File: src/rtl/octet_align_ctrl.sv
// Octet alignment sequencer for one JESD204B lane.
// Finds the index from /R/, verifies and tracks it with /A/.
module octet_align_ctrl #(
    parameter int PARALLEL_OCTETS = 4,
    parameter int DATA_WIDTH      = 32,
    parameter int LOCK_COUNT      = 4,
    parameter int ERR_THRESH      = 3,
    parameter int TIMEOUT_CYCLES  = 1024
) (
    input  logic                       clk_i,
    input  logic                       rst_i,
    input  logic                       enable_i,
    input  logic [DATA_WIDTH-1:0]      raw_data_i,
    input  logic [PARALLEL_OCTETS-1:0] raw_char_is_k28_i,
    output logic [2:0]                 octet_align_idx_o,
    output logic                       locked_o,
    output logic                       align_err_o,
    output logic [1:0]                 state_o,
    output logic [7:0]                 relock_cnt_o
);

    localparam int PW = $clog2(PARALLEL_OCTETS);
    localparam int MW = $clog2(LOCK_COUNT + 1);
    localparam int EW = $clog2(ERR_THRESH + 1);
    localparam int TW = $clog2(TIMEOUT_CYCLES + 1);

    localparam logic [MW-1:0] MATCH_LAST = MW'(LOCK_COUNT - 1);
    localparam logic [EW-1:0] ERR_LAST   = EW'(ERR_THRESH - 1);
    localparam logic [TW-1:0] TMO_LAST   = TW'(TIMEOUT_CYCLES - 1);

    typedef enum logic [1:0] {
        S_IDLE   = 2'd0,
        S_SEARCH = 2'd1,
        S_VERIFY = 2'd2,
        S_LOCKED = 2'd3
    } state_t;

    state_t        state_q, state_d;
    logic [2:0]    idx_q, idx_d;
    logic [MW-1:0] match_q, match_d;
    logic [TW-1:0] tmo_q, tmo_d;
    logic [EW-1:0] err_q, err_d;
    logic [7:0]    relock_q, relock_d;
    logic          aerr_q, aerr_d;
    logic          locked_q, locked_d;

    logic          r_hit, a_hit;
    logic [PW-1:0] r_pos, a_pos;
    logic [PW-1:0] exp_pos;
    logic          a_good, a_bad;

    // Lowest-index /R/ and /A/ in the raw word (descending scan, last hit wins)
    always_comb begin
        r_hit = 1'b0;
        a_hit = 1'b0;
        r_pos = '0;
        a_pos = '0;
        for (int i = PARALLEL_OCTETS - 1; i >= 0; i--) begin
            if (raw_char_is_k28_i[i] && raw_data_i[i*8+:8] == 8'h1C) begin
                r_hit = 1'b1;
                r_pos = PW'(i);
            end
            if (raw_char_is_k28_i[i] && raw_data_i[i*8+:8] == 8'h7C) begin
                a_hit = 1'b1;
                a_pos = PW'(i);
            end
        end
    end

    // /A/ must land one octet before the /R/ position (mod lane width)
    assign exp_pos = idx_q[PW-1:0] + {PW{1'b1}};
    assign a_good  = a_hit && (a_pos == exp_pos);
    assign a_bad   = a_hit && (a_pos != exp_pos);

    // Next-state, counters and error pulse
    always_comb begin
        state_d  = state_q;
        idx_d    = idx_q;
        match_d  = match_q;
        tmo_d    = tmo_q;
        err_d    = err_q;
        relock_d = relock_q;
        aerr_d   = 1'b0;
        if (!enable_i) begin
            state_d = S_IDLE;
            match_d = '0;
            tmo_d   = '0;
            err_d   = '0;
        end else begin
            unique case (state_q)
                S_IDLE: begin
                    state_d = S_SEARCH;
                    match_d = '0;
                    tmo_d   = '0;
                    err_d   = '0;
                end
                S_SEARCH: begin
                    if (r_hit) begin
                        idx_d   = 3'(r_pos);
                        state_d = S_VERIFY;
                        match_d = '0;
                        tmo_d   = '0;
                    end
                end
                S_VERIFY: begin
                    if (tmo_q != TMO_LAST) begin
                        tmo_d = tmo_q + 1'b1;
                    end
                    if (a_good) begin
                        if (match_q == MATCH_LAST) begin
                            state_d = S_LOCKED;
                            err_d   = '0;
                        end else begin
                            match_d = match_q + 1'b1;
                        end
                    end else if (a_bad) begin
                        aerr_d  = 1'b1;
                        state_d = S_SEARCH;
                    end else if (tmo_q == TMO_LAST) begin
                        state_d = S_SEARCH;
                    end
                end
                S_LOCKED: begin
                    if (a_good) begin
                        err_d = '0;
                    end else if (a_bad) begin
                        aerr_d = 1'b1;
                        if (err_q == ERR_LAST) begin
                            state_d = S_SEARCH;
                            err_d   = '0;
                            if (relock_q != 8'hFF) begin
                                relock_d = relock_q + 8'd1;
                            end
                        end else begin
                            err_d = err_q + 1'b1;
                        end
                    end
                end
                default: state_d = S_IDLE;
            endcase
        end
        locked_d = (state_d == S_LOCKED);
    end

    // State and output registers
    always_ff @(posedge clk_i) begin
        if (rst_i) begin
            state_q  <= S_IDLE;
            idx_q    <= '0;
            match_q  <= '0;
            tmo_q    <= '0;
            err_q    <= '0;
            relock_q <= '0;
            aerr_q   <= 1'b0;
            locked_q <= 1'b0;
        end else begin
            state_q  <= state_d;
            idx_q    <= idx_d;
            match_q  <= match_d;
            tmo_q    <= tmo_d;
            err_q    <= err_d;
            relock_q <= relock_d;
            aerr_q   <= aerr_d;
            locked_q <= locked_d;
        end
    end

    assign octet_align_idx_o = idx_q;
    assign locked_o          = locked_q;
    assign align_err_o       = aerr_q;
    assign state_o           = state_q;
    assign relock_cnt_o      = relock_q;

endmodule

File: config.mk
export PLATFORM = sky130hd
export DESIGN_NAME = octet_align_ctrl
export DESIGN_NICKNAME = d
export VERILOG_FILES = /design/src/rtl/octet_align_ctrl.sv
export SDC_FILE = /design/constraint.sdc
export NUM_CORES = 1
export LEC_CHECK = 0
export BUFFER_PORTS_ARGS = -buffer_cell sky130_fd_sc_hd__buf_2
export CAP_MARGIN = 20
export CORE_AREA = 5 5 84 86
export DETAILED_ROUTE_END_ITERATION = 8
export DIE_AREA = 0 0 89 91
export RECOVER_POWER = 25
export SYNTH_ARGS = -nofsm -noshare
export SYNTH_HDL_FRONTEND = slang
export SYNTH_SLANG_ARGS = --single-unit
File: constraint.sdc
create_clock -name clk_i -period 2.85 [get_ports clk_i]
set_input_delay 0 -clock clk_i [delete_from_list [all_inputs] [get_ports clk_i]]
set_output_delay 0 -clock clk_i [all_outputs]
set_load 0.01 [all_outputs]
==> impl_metrics.toml <==
[status]
status = "finished clean"

[floorplan]
die-width_um = 89
die_h_um = 91
die_area_um2 = 8100
io_pins = 54
core_um2 = 6200
start_util = 0.289
fp-row-count = 29

[layout]
antenna_cells = 0
seq_area_um2 = 601
final_core_utilization = 0.353
instances_no_fill = 352
nFillCells = 673
fin_nets = 317
drive_gt1_frac = 0.218
multi_input_area_um2 = 1110
area_delta_synth_final_pct = 22.0
final_area_um2 = 2190

[global_routing]
grt_pass1_vias = 1728
antenna_found_initial = 0
grt_pass1_wl_um = 7400
grt.total_usage = 0.111
grt_max_degree = 15
grt_overflow = 0

[hold_path]
worstHoldPathCells = 2
hold_class = "in -> reg"

[critical_path]
arrival_ns = 2.40
cpMaxStageDelayCell = "dfxtp_1"
r2r_cells = 6
critPathKind = "reg -> reg"
start_kind = "flip-flop"
crit_path_max_fanout = 10
worstSetupEndpointType = "flip-flop"
cpPeakStageDelay_ns = 0.51
worstPathRequired_ns = 3.06
worstPathCellList = "nor2_1, nor4b_1, nor4_2, nand4_2, or3_1, a21oi_1"

[detailed_routing]
viasPerCell = 5.06
first_pass_iters = 4
wire_per_inst_um = 12.2
postRouteAntennaNets = 0
drc = 0
drt-total-wl_um = 4300
detailroute.via_count = 1780
dr.first_iter.drc_count = 84

[timing]
hold_viol = 0
setup_viol = 0
layout_min_cycle_time_ns = 2.19
max_slew_margin = 0.519
tightest_slew_ns = 0.712
finClkSkew_ns = 0.00144
grt_setup_unrepaired = "no"
clock.fmax_ghz = 0.456
slew_violations = 0
finalSetupTns_ns = 0
finalCritPeriodShare = 0.769

[clock_network]
clk_path_buf_depth = 2
clk_pin_slew_ns = 0.06
cts.sink_count = 30
cts-root-buf = "clkbuf_8"
cts_tree = "done"
postCtsSetupRepairBufs = 0
clock_latency_ns = 0.27
h-tree-depth = 2
numCtsBuffers = 5

[power]
peakVddDrop_v = 0.000235
finalPower_uw = 834
powerDensity_nw_per_um2 = 381
p_leak_uw = 0.000825

[logic_synthesis]
synth_warnings = 0
syn_inst = 222
syn_nets = 265
synth_edf_count = 0
yosysSeqAreaShare = 0.335
synth_area_um2 = 1790
ys_types = 47
ys.flop_type = "dfxtp_1"
async_reset_ff_frac = 0
syn_area_per_cell_um2 = 8.08
synth_seq_cells = 30

[placed_design]
place_congestion = 0.864
placed_cell_area_um2 = 2100
dp_hpwl_um = 3330
placed_cells = 343
io_buffers = 52

[run]
maxCapViolCount = 0
## worst paths after layout
kind,start,endpoint,slack [ns]
worst min register to register,match_q[0],match_q[0],0.46
worst min-delay path,rst_i,relock_cnt_o[1],0.05
worst max register to register,octet_align_idx_o[1],relock_cnt_o[3],0.66
worst max-delay path,octet_align_idx_o[1],relock_cnt_o[3],0.66
## critical path, delay by kind of cell (launching register included)
kind / cells / cell delay (ns)
flip-flops: 1 / 0.51
AND/OR/NAND/NOR: 5 / 1.48
AO/OA/AOI/OAI: 1 / 0.14
## where the power goes
group	switching, uW	internal (uW)	total [uW]
logic	30.1	30.2	60.3
registers	2.35	420	423
clock network	157	195	351
## repair_timing
action,in CTS,in global routing
resized for setup,0,0
hold buffers,1,0
endpoints found under the setup margin,0,0
hold endpoints to repair,1,0
## stage by stage
step,setup slack (ns),hold slack [ns]
2_1_floorplan,0.967,0.110
3_5_place_dp,0.627,0.277
4_1_cts,0.639,0.0406
6_report,0.659,0.0470
3_3_place_gp,0.732,0.285
5_1_grt,0.462,0.0712
## cell usage in the layout (no fill, tap or decap), types with 2 or more instances in the layout
master	instances
or4_4	2
a31oi_1	3
o211ai_1	3
ha_1	4
and4_1	4
nor3b_1	6
clkbuf_8	6
xnor2_1	8
or3_1	7
o21ai_2	2
inv_1	7
o21a_1	2
dfxtp_1	30
clkbuf_1	12
nand4_1	9
o21ai_0	12
buf_2	41
and4b_1	4
nor2b_1	3
nor4b_1	2
nand3_1	18
nor4_1	3
nor3b_2	2
nand2b_1	3
and3_1	6
nor2_1	20
a21oi_1	16
nand2_1	14
nor3_1	6
## state kept, by name (all words and copies together), names as in the netlist
register / flops
locked_o: 1
state_o: 2
match_q: 3
relock_cnt_o: 8
octet_align_idx_o: 2
err_q: 2
align_err_o: 1
tmo_q: 11
## synth_stat cells (3+ instances only)
| master | instances | area [um2] |
|---|---|---|
| and4b_1 | 4 | 40.0 |
| or3_1 | 7 | 43.8 |
| nor2_1 | 20 | 75.1 |
| and4_1 | 4 | 35.0 |
| nand2b_1 | 3 | 18.8 |
| nor2b_1 | 3 | 18.8 |
| nand3_1 | 18 | 90.1 |
| nand2_1 | 14 | 52.6 |
| a31oi_1 | 3 | 18.8 |
| dfxtp_1 | 30 | 601 |
| a21oi_1 | 16 | 80.1 |
| o21ai_0 | 12 | 60.1 |
| o211ai_1 | 3 | 22.5 |
| nor3_1 | 6 | 30.0 |
| clkbuf_1 | 4 | 15.0 |
| nor4_1 | 3 | 18.8 |
| inv_1 | 7 | 26.3 |
| nand4_1 | 9 | 56.3 |
| and3_1 | 6 | 37.5 |
| nor3b_1 | 6 | 45.0 |
| xnor2_1 | 8 | 70.1 |
| ha_1 | 4 | 50.1 |
## area by class of cell
class / count / area share
clock inverter: 1 / 0.00229
tap: 77 / 0.0440
clock buffer: 7 / 0.0395
sequential: 30 / 0.274
multi-input combinational: 176 / 0.507
inverter: 7 / 0.0120
timing repair buffer: 54 / 0.121
## metal layers
| metal | global-route usage | vias to the layer above | part of all wire |
|---|---|---|---|
| li1 | - | 926 | - |
| met1 | 0.144 | 816 | 0.47 |
| met2 | 0.177 | 36 | 0.47 |
| met3 | 0.0317 | 2 | 0.051 |
| met4 | 0.0335 | 0 | 0.0058 |
| met5 | 0 | - | 0 |
## cell families after synthesis
kind of cell / share of synthesized area
simple gates: 0.395
compound gates: 0.149
flops: 0.335
buf+inv: 0.0467
xor+xnor: 0.0391
fa+ha+maj: 0.0279
other cells: 0.00209
mux: 0.00558
(Power assumes the default switching activity.)
